===== src/rtl/branch_resolve_unit.sv =====
// EX-stage branch resolution: carries gshare prediction metadata through IF/ID and ID/EX,
// resolves the real next PC, raises redirect/flush and feeds the predictor update port.
module branch_resolve_unit #(
    parameter int PHT_BITS  = 5,
    parameter int CNT_WIDTH = 32
) (
    input  logic                 clk,
    input  logic                 reset,
    input  logic                 if_valid,
    input  logic [31:0]          if_pc,
    input  logic [31:0]          if_pred_next_pc,
    input  logic [PHT_BITS-1:0]  if_pht_index,
    input  logic                 stall,
    input  logic                 ex_is_branch,
    input  logic                 ex_is_jal,
    input  logic                 ex_is_jalr,
    input  logic                 ex_branch_cond,
    input  logic [31:0]          ex_imm_target,
    input  logic [31:0]          ex_jalr_target,
    output logic                 is_branch,
    output logic                 is_jal,
    output logic                 is_jalr,
    output logic                 actual_taken,
    output logic [31:0]          actual_branch_target,
    output logic                 prediction_correct,
    output logic [PHT_BITS-1:0]  pht_update_index,
    output logic [31:0]          ID_EX_pc,
    output logic                 redirect_valid,
    output logic [31:0]          redirect_pc,
    output logic                 flush,
    output logic [CNT_WIDTH-1:0] branch_count,
    output logic [CNT_WIDTH-1:0] mispredict_count
);

    typedef struct packed {
        logic                vld;
        logic [31:0]         pc;
        logic [31:0]         pred;
        logic [PHT_BITS-1:0] pht;
    } stage_t;

    stage_t               ifid_q, ifid_d, idex_q, idex_d;
    logic [CNT_WIDTH-1:0] bcnt_q, bcnt_d, mcnt_q, mcnt_d;

    logic        v, ctl, taken, correct, mispredict;
    logic [31:0] seq_pc, jalr_tgt, tgt, next_pc;

    // Resolution: branch > jal > jalr when the decode flags overlap.
    always_comb begin
        v        = idex_q.vld;
        seq_pc   = idex_q.pc + 32'd4;
        jalr_tgt = ex_jalr_target & ~32'h1;
        tgt      = '0;
        taken    = 1'b0;
        next_pc  = seq_pc;
        if (ex_is_branch) begin
            tgt   = ex_imm_target;
            taken = ex_branch_cond;
            if (ex_branch_cond) next_pc = ex_imm_target;
        end else if (ex_is_jal) begin
            tgt     = ex_imm_target;
            taken   = 1'b1;
            next_pc = ex_imm_target;
        end else if (ex_is_jalr) begin
            tgt     = jalr_tgt;
            taken   = 1'b1;
            next_pc = jalr_tgt;
        end
        ctl        = ex_is_branch | ex_is_jal | ex_is_jalr;
        correct    = (idex_q.pred == next_pc);
        mispredict = v & ~correct;
    end

    // Everything is gated by ID/EX valid so bubbles and post-reset cycles read as zero.
    assign is_branch            = v & ex_is_branch;
    assign is_jal               = v & ex_is_jal;
    assign is_jalr              = v & ex_is_jalr;
    assign actual_taken         = v & taken;
    assign actual_branch_target = v ? tgt : 32'd0;
    assign prediction_correct   = v & correct;
    assign pht_update_index     = v ? idex_q.pht : '0;
    assign ID_EX_pc             = v ? idex_q.pc : 32'd0;
    assign redirect_valid       = mispredict;
    assign flush                = mispredict;
    assign redirect_pc          = v ? next_pc : 32'd0;
    assign branch_count         = bcnt_q;
    assign mispredict_count     = mcnt_q;

    always_comb begin
        ifid_d = ifid_q;
        idex_d = idex_q;
        if (mispredict) begin
            ifid_d.vld = 1'b0;
            idex_d.vld = 1'b0;
        end else if (stall) begin
            idex_d.vld = 1'b0;
        end else begin
            ifid_d.vld  = if_valid;
            ifid_d.pc   = if_pc;
            ifid_d.pred = if_pred_next_pc;
            ifid_d.pht  = if_pht_index;
            idex_d      = ifid_q;
        end
    end

    // Saturating counters: stop at all-ones instead of wrapping.
    always_comb begin
        bcnt_d = bcnt_q;
        mcnt_d = mcnt_q;
        if (v && ctl && !(&bcnt_q)) bcnt_d = bcnt_q + {{(CNT_WIDTH-1){1'b0}}, 1'b1};
        if (mispredict && !(&mcnt_q)) mcnt_d = mcnt_q + {{(CNT_WIDTH-1){1'b0}}, 1'b1};
    end

    always_ff @(posedge clk or posedge reset) begin
        if (reset) begin
            ifid_q <= '0;
            idex_q <= '0;
            bcnt_q <= '0;
            mcnt_q <= '0;
        end else begin
            ifid_q <= ifid_d;
            idex_q <= idex_d;
            bcnt_q <= bcnt_d;
            mcnt_q <= mcnt_d;
        end
    end

endmodule


===== config.mk =====
export PLATFORM = sky130hd
export DESIGN_NAME = branch_resolve_unit
export DESIGN_NICKNAME = d
export VERILOG_FILES = /design/src/rtl/branch_resolve_unit.sv
export SDC_FILE = /design/constraint.sdc
export NUM_CORES = 1
export LEC_CHECK = 0
export ABC_CLOCK_PERIOD_IN_PS = 14200
export CAP_MARGIN = 25
export CORE_ASPECT_RATIO = 1.5
export CORE_MARGIN = 2
export CORE_UTILIZATION = 50
export CTS_CLUSTER_SIZE = 14
export DETAILED_ROUTE_END_ITERATION = 10
export DONT_BUFFER_PORTS = 1
export PLACE_DENSITY = 0.76
export SKIP_CTS_REPAIR_TIMING = 1
export SLEW_MARGIN = 20
export SYNTH_ARGS = -nofsm -noshare
export SYNTH_HDL_FRONTEND = slang
export SYNTH_SLANG_ARGS = --single-unit

===== constraint.sdc =====
create_clock -name clk -period 14.2 [get_ports clk]
set_input_delay 2.13 -clock clk [delete_from_list [all_inputs] [get_ports clk]]
set_output_delay 2.13 -clock clk [all_outputs]
set_load 0.005 [all_outputs]

# Yosys cells after proc, flatten, opt, wreduce, memory -nomap -nowiden
# Cells that the tools add are included.
# totals
elab_cells	52
regBits	204
# classes
n_addsub	3
eq_ne	2
mux	18
n_reduce_logical	8
bitwise_logic	11
# op_table
cell	n
32-bit two-way mux	10
70-bit two-way mux	1
32-bit by 1-bit adder with 32-bit output, second input constant	2
32-bit AND reduction	2
32-bit by 3-bit adder with 32-bit output, second input constant	1
32-bit equality test	1
1-bit bitwise AND	6
1-bit two-way mux	6
5-bit two-way mux	1
1-bit logical AND	3
1-bit NOT	3
1-bit logical NOT	2
2-bit by 1-bit inequality test with 1-bit output, second input constant	1
1-bit OR	2
2-bit AND reduction	1

# Depth between registers and ports, before layout
# depth
ltp_word	9
mapped_depth	17
ltp_nobuf	11

# Worst setup path before layout
# OpenSTA, ideal clock, no wires.
# synth_timing
path_type	input-to-output
startpoint	input ex_is_jalr
endpoint	output redirect_valid
arrival_time_ps	5250
stages	13
slack_ps	6820
n_path_buf	4
path_cell_list	buf_2 or3b_1 buf_2 nand3_1 o2bb2ai_1 a2111o_1 or4_1 or4_4 nor4_4 nand4_2 clkbuf_1 and2_1 buf_4
# synth_via
elab_chain_cells	6
# synth_rtl
element	line	text
start: declaration	16	input logic ex_is_jalr,
32-bit two-way mux	64	end else if (ex_is_jalr) begin
32-bit two-way mux	60	end else if (ex_is_jal) begin
32-bit two-way mux	56	if (ex_is_branch) begin
32-bit equality test	70	correct = (idex_q.pred == next_pc);
1-bit NOT	71	mispredict = v & ~correct;
1-bit bitwise AND	71	
end: declaration	28	output logic redirect_valid,
# No other way between the ends.

# Worst setup path in the final report
# layout_timing
startpoint	input ex_is_jal
endpoint	output redirect_valid
# layout_via
elab_chain_cells	5
# layout_rtl
element	line	text
start: declaration	15	input logic ex_is_jal,
32-bit two-way mux	60	
32-bit two-way mux	56	
32-bit equality test	70	
1-bit NOT	71	
1-bit bitwise AND	71	
# No other way between the ends.

==> impl_metrics.py <==
metrics = {
    "timing": {
        "relSlewSlack": 0.298,
        "post-route-min-period_ns": 7.58,
        "drv_slew": 0,
        "whs_ns": 0.483,
        "hold_viol": 0,
        "max_freq_ghz": 0.132,
        "rsz0062_at_grt": "false",
        "tns_ns": 0,
        "worst_pin_slew_ns": 1.04,
        "skew_ns": 0.0119,
        "setup_viol": 0,
        "min_period_over_period": 0.534,
    },
    "yosys": {
        "ys_ff_latch": 204,
        "yosysWarnings": 0,
        "synthSimpleGateAreaFrac": 0.221,
        "synth_area_leaders": "dfrtp_1, mux2_1, xnor2_1, mux2_2, a21oi_1",
        "synth_compound_area_frac": 0.117,
        "synth_seq_area_share": 0.410,
        "synth_edf_count": 0,
        "synth-xor-area-share": 0.0627,
        "synth.distinct_cells": 82,
        "synth_top_cell_by_area": "dfrtp_1",
        "synthFlopType": "dfrtp_1",
        "muxShareOfSynthArea": 0.135,
        "netlist_area_sq_mm": 0.0124,
        "synth_top_area_share": 0.410,
        "syn_inst": 1273,
        "avgSynthCellArea_sq_um": 9.77,
        "synthArstFlopShare": 1.00,
        "synth_fa_ha_area_frac": 0.00302,
        "synth_nets": 1417,
        "synth_top_family_by_area": "simple AND/OR/NAND/NOR gates",
    },
    "route": {
        "ant_nets": 0,
        "wl_per_cell_microns": 24.6,
        "firstDrtPassIters": 5,
        "drt_iter0_drc": 743,
        "via_count": 10200,
        "wirelength_microns": 38700,
        "viasPerCell": 6.51,
        "drcViolationCount": 0,
    },
    "setup_path": {
        "cp-startpoint": "ex_is_jal",
        "r2r-start": "idex_q[42]",
        "crit_arrival_ns": 5.45,
        "max_stage_delay_ns": 0.56,
        "ff2ff_path_depth": 13,
        "worstPathMaxFanout": 66,
        "crit_type": "input pin to output pin",
        "reg2reg_slack_ns": 7.69,
        "cp_slowest_cell": "nand2b_1",
        "cp.required_ns": 12.07,
        "timing.rr.end": "idex_q[13]",
        "critPathLaunchType": "input pin",
        "end_kind": "output pin",
        "crit_chain": "nand2b_1 > o32ai_1 > o2bb2ai_1 > a2111o_1 > or4_1 > or4_4 > nor4_4 > nand4_2 > buf_4 > and2_1",
    },
    "finish": {
        "utilization": 0.538,
        "seq_area_sq_mm": 0.00511,
        "drive_above_1_share": 0.0853,
        "syn_to_final_growth_pct": 5.60,
        "final_common_cell": "dfrtp_1",
        "fillCellCount": 2173,
        "multi_input_area_sq_mm": 0.00670,
        "layout_common_cells": "dfrtp_1, mux2_1, nand2_1, nor2_1, a21oi_1",
        "nets": 1374,
    },
    "floorplan": {
        "fp.dieW_microns": 133,
        "io_pins": 313,
        "core_sq_mm": 0.0244,
        "num_rows": 70,
        "die-area_sq_mm": 0.0262,
        "initial_core_util": 0.509,
        "die_h_microns": 197,
    },
    "grt": {
        "grt_pass1_vias": 9965,
        "grt_overflow": 0,
        "grtUsageTotal": 0.289,
        "grt_max_degree": 130,
        "grt_pass1_wl_microns": 58400,
        "grt_antenna_before_repair": 10,
    },
    "power_and_ir_drop": {
        "p_per_area_mw_per_mm2": 128,
        "max-vdd-ir-drop_uv": 143,
        "leakagePower_nw": 5.30,
    },
    "clock_tree": {
        "cts_tree": "built",
        "cts_root_buf": "clkbuf_16",
        "h-tree-depth": 1,
        "clock_sinks": 204,
        "clock_path_buffers": 3,
        "clk_pin_slew_ns": 0.06,
        "clock_latency_ns": 0.50,
        "cts_buffers": 21,
    },
    "worst_hold_path": {
        "hold_end": "idex_q[33]",
        "hold_path_class": "register to register",
        "worstHoldStart": "ifid_q[33]",
        "hold_path_depth": 1,
    },
    "place": {
        "gp_congestion": 1.00,
        "portBuffers": 0,
        "hpwlAfterDp_microns": 28700,
    },
    "status": {
        "status": "finished clean",
    },
    "run": {
        "drv_cap": 0,
    },
}
-- worst max-delay path: cells and delay by family --
family / cells / cell delay (ns)
compound gates: 3 / 0.75
buf+inv: 1 / 0.28
simple gates: 6 / 2.26
-- cells by family after synthesis --
kind of cell | after synthesis
AND/OR/NAND/NOR | 502
AO/OA/AOI/OAI | 217
flip-flops | 204
multiplexers | 148
buffers and inverters | 110
XOR/XNOR | 89
adder cells (fa/ha/maj) | 3
-- cells in the mapped netlist, drive strengths merged, types with 13 or more instances --
| cell | count |
|---|---|
| clkbuf | 48 |
| nand4 | 46 |
| a21oi | 75 |
| nor2 | 80 |
| o21ai | 29 |
| buf | 34 |
| inv | 27 |
| o22ai | 13 |
| nand3 | 51 |
| nor4 | 19 |
| and3 | 47 |
| nor3 | 30 |
| mux2 | 145 |
| a22oi | 15 |
| xor2 | 23 |
| xnor2 | 66 |
| dfrtp | 204 |
| and2 | 53 |
| nand2 | 90 |
-- how the worst max path moves through the flow --
stage	cells after the start	slack, ns	to
floorplan	1	6.50	branch_count[0]
global placement	13	6.18	ifid_q[11]
detailed placement	13	6.63	idex_q[13]
CTS	10	6.67	redirect_valid
global route	10	6.58	redirect_valid
finish	10	6.62	redirect_valid
-- flip-flops by register name, indices dropped and copies added, names as in the netlist --
| register | flops |
|---|---|
| branch_count | 32 |
| idex_q | 69 |
| mispredict_count | 32 |
| ifid_q | 70 |
| v | 1 |
-- stage by stage --
step / instance area, sq um / setup WS, ns / instances / total power, mW
after floorplan: 12400 / 6.50 / 1273 / 1.05
after global placement: 12400 / 6.18 / 1528 / 1.15
after detailed placement: 12500 / 6.63 / 1530 / 1.16
after CTS: 13100 / 6.67 / 1566 / 1.69
after global routing: 13100 / 6.58 / 1567 / 1.77
final: 13100 / 6.62 / 1570 / 1.68
-- layout make-up --
class	count	share of cell area
multi-input cells	959	0.510
flip-flops and latches	204	0.389
clock buffers	26	0.0430
well taps	324	0.0309
repair buffers	16	0.0114
inverters	28	0.00857
clock inverters	10	0.00657
diodes	3	0.000572
-- metal layers --
metal  GRT usage  routed length [microns]  vias up  part of all wire
met1       0.322                    13600     5000              0.35
met2       0.499                    19100      510              0.49
met3      0.0744                     3320      132             0.086
met5           0                       80        -            0.0021
met4       0.164                     2560       12             0.066
li1            -                        -     4566                 -
-- report_power, final --
| group | switching, mW | total [mW] | internal, mW |
|---|---|---|---|
| clock | 0.225 | 0.526 | 0.301 |
| sequential | 0.124 | 0.798 | 0.674 |
| combinational | 0.201 | 0.360 | 0.159 |
Note: power is estimated with default switching activity, not from simulation.
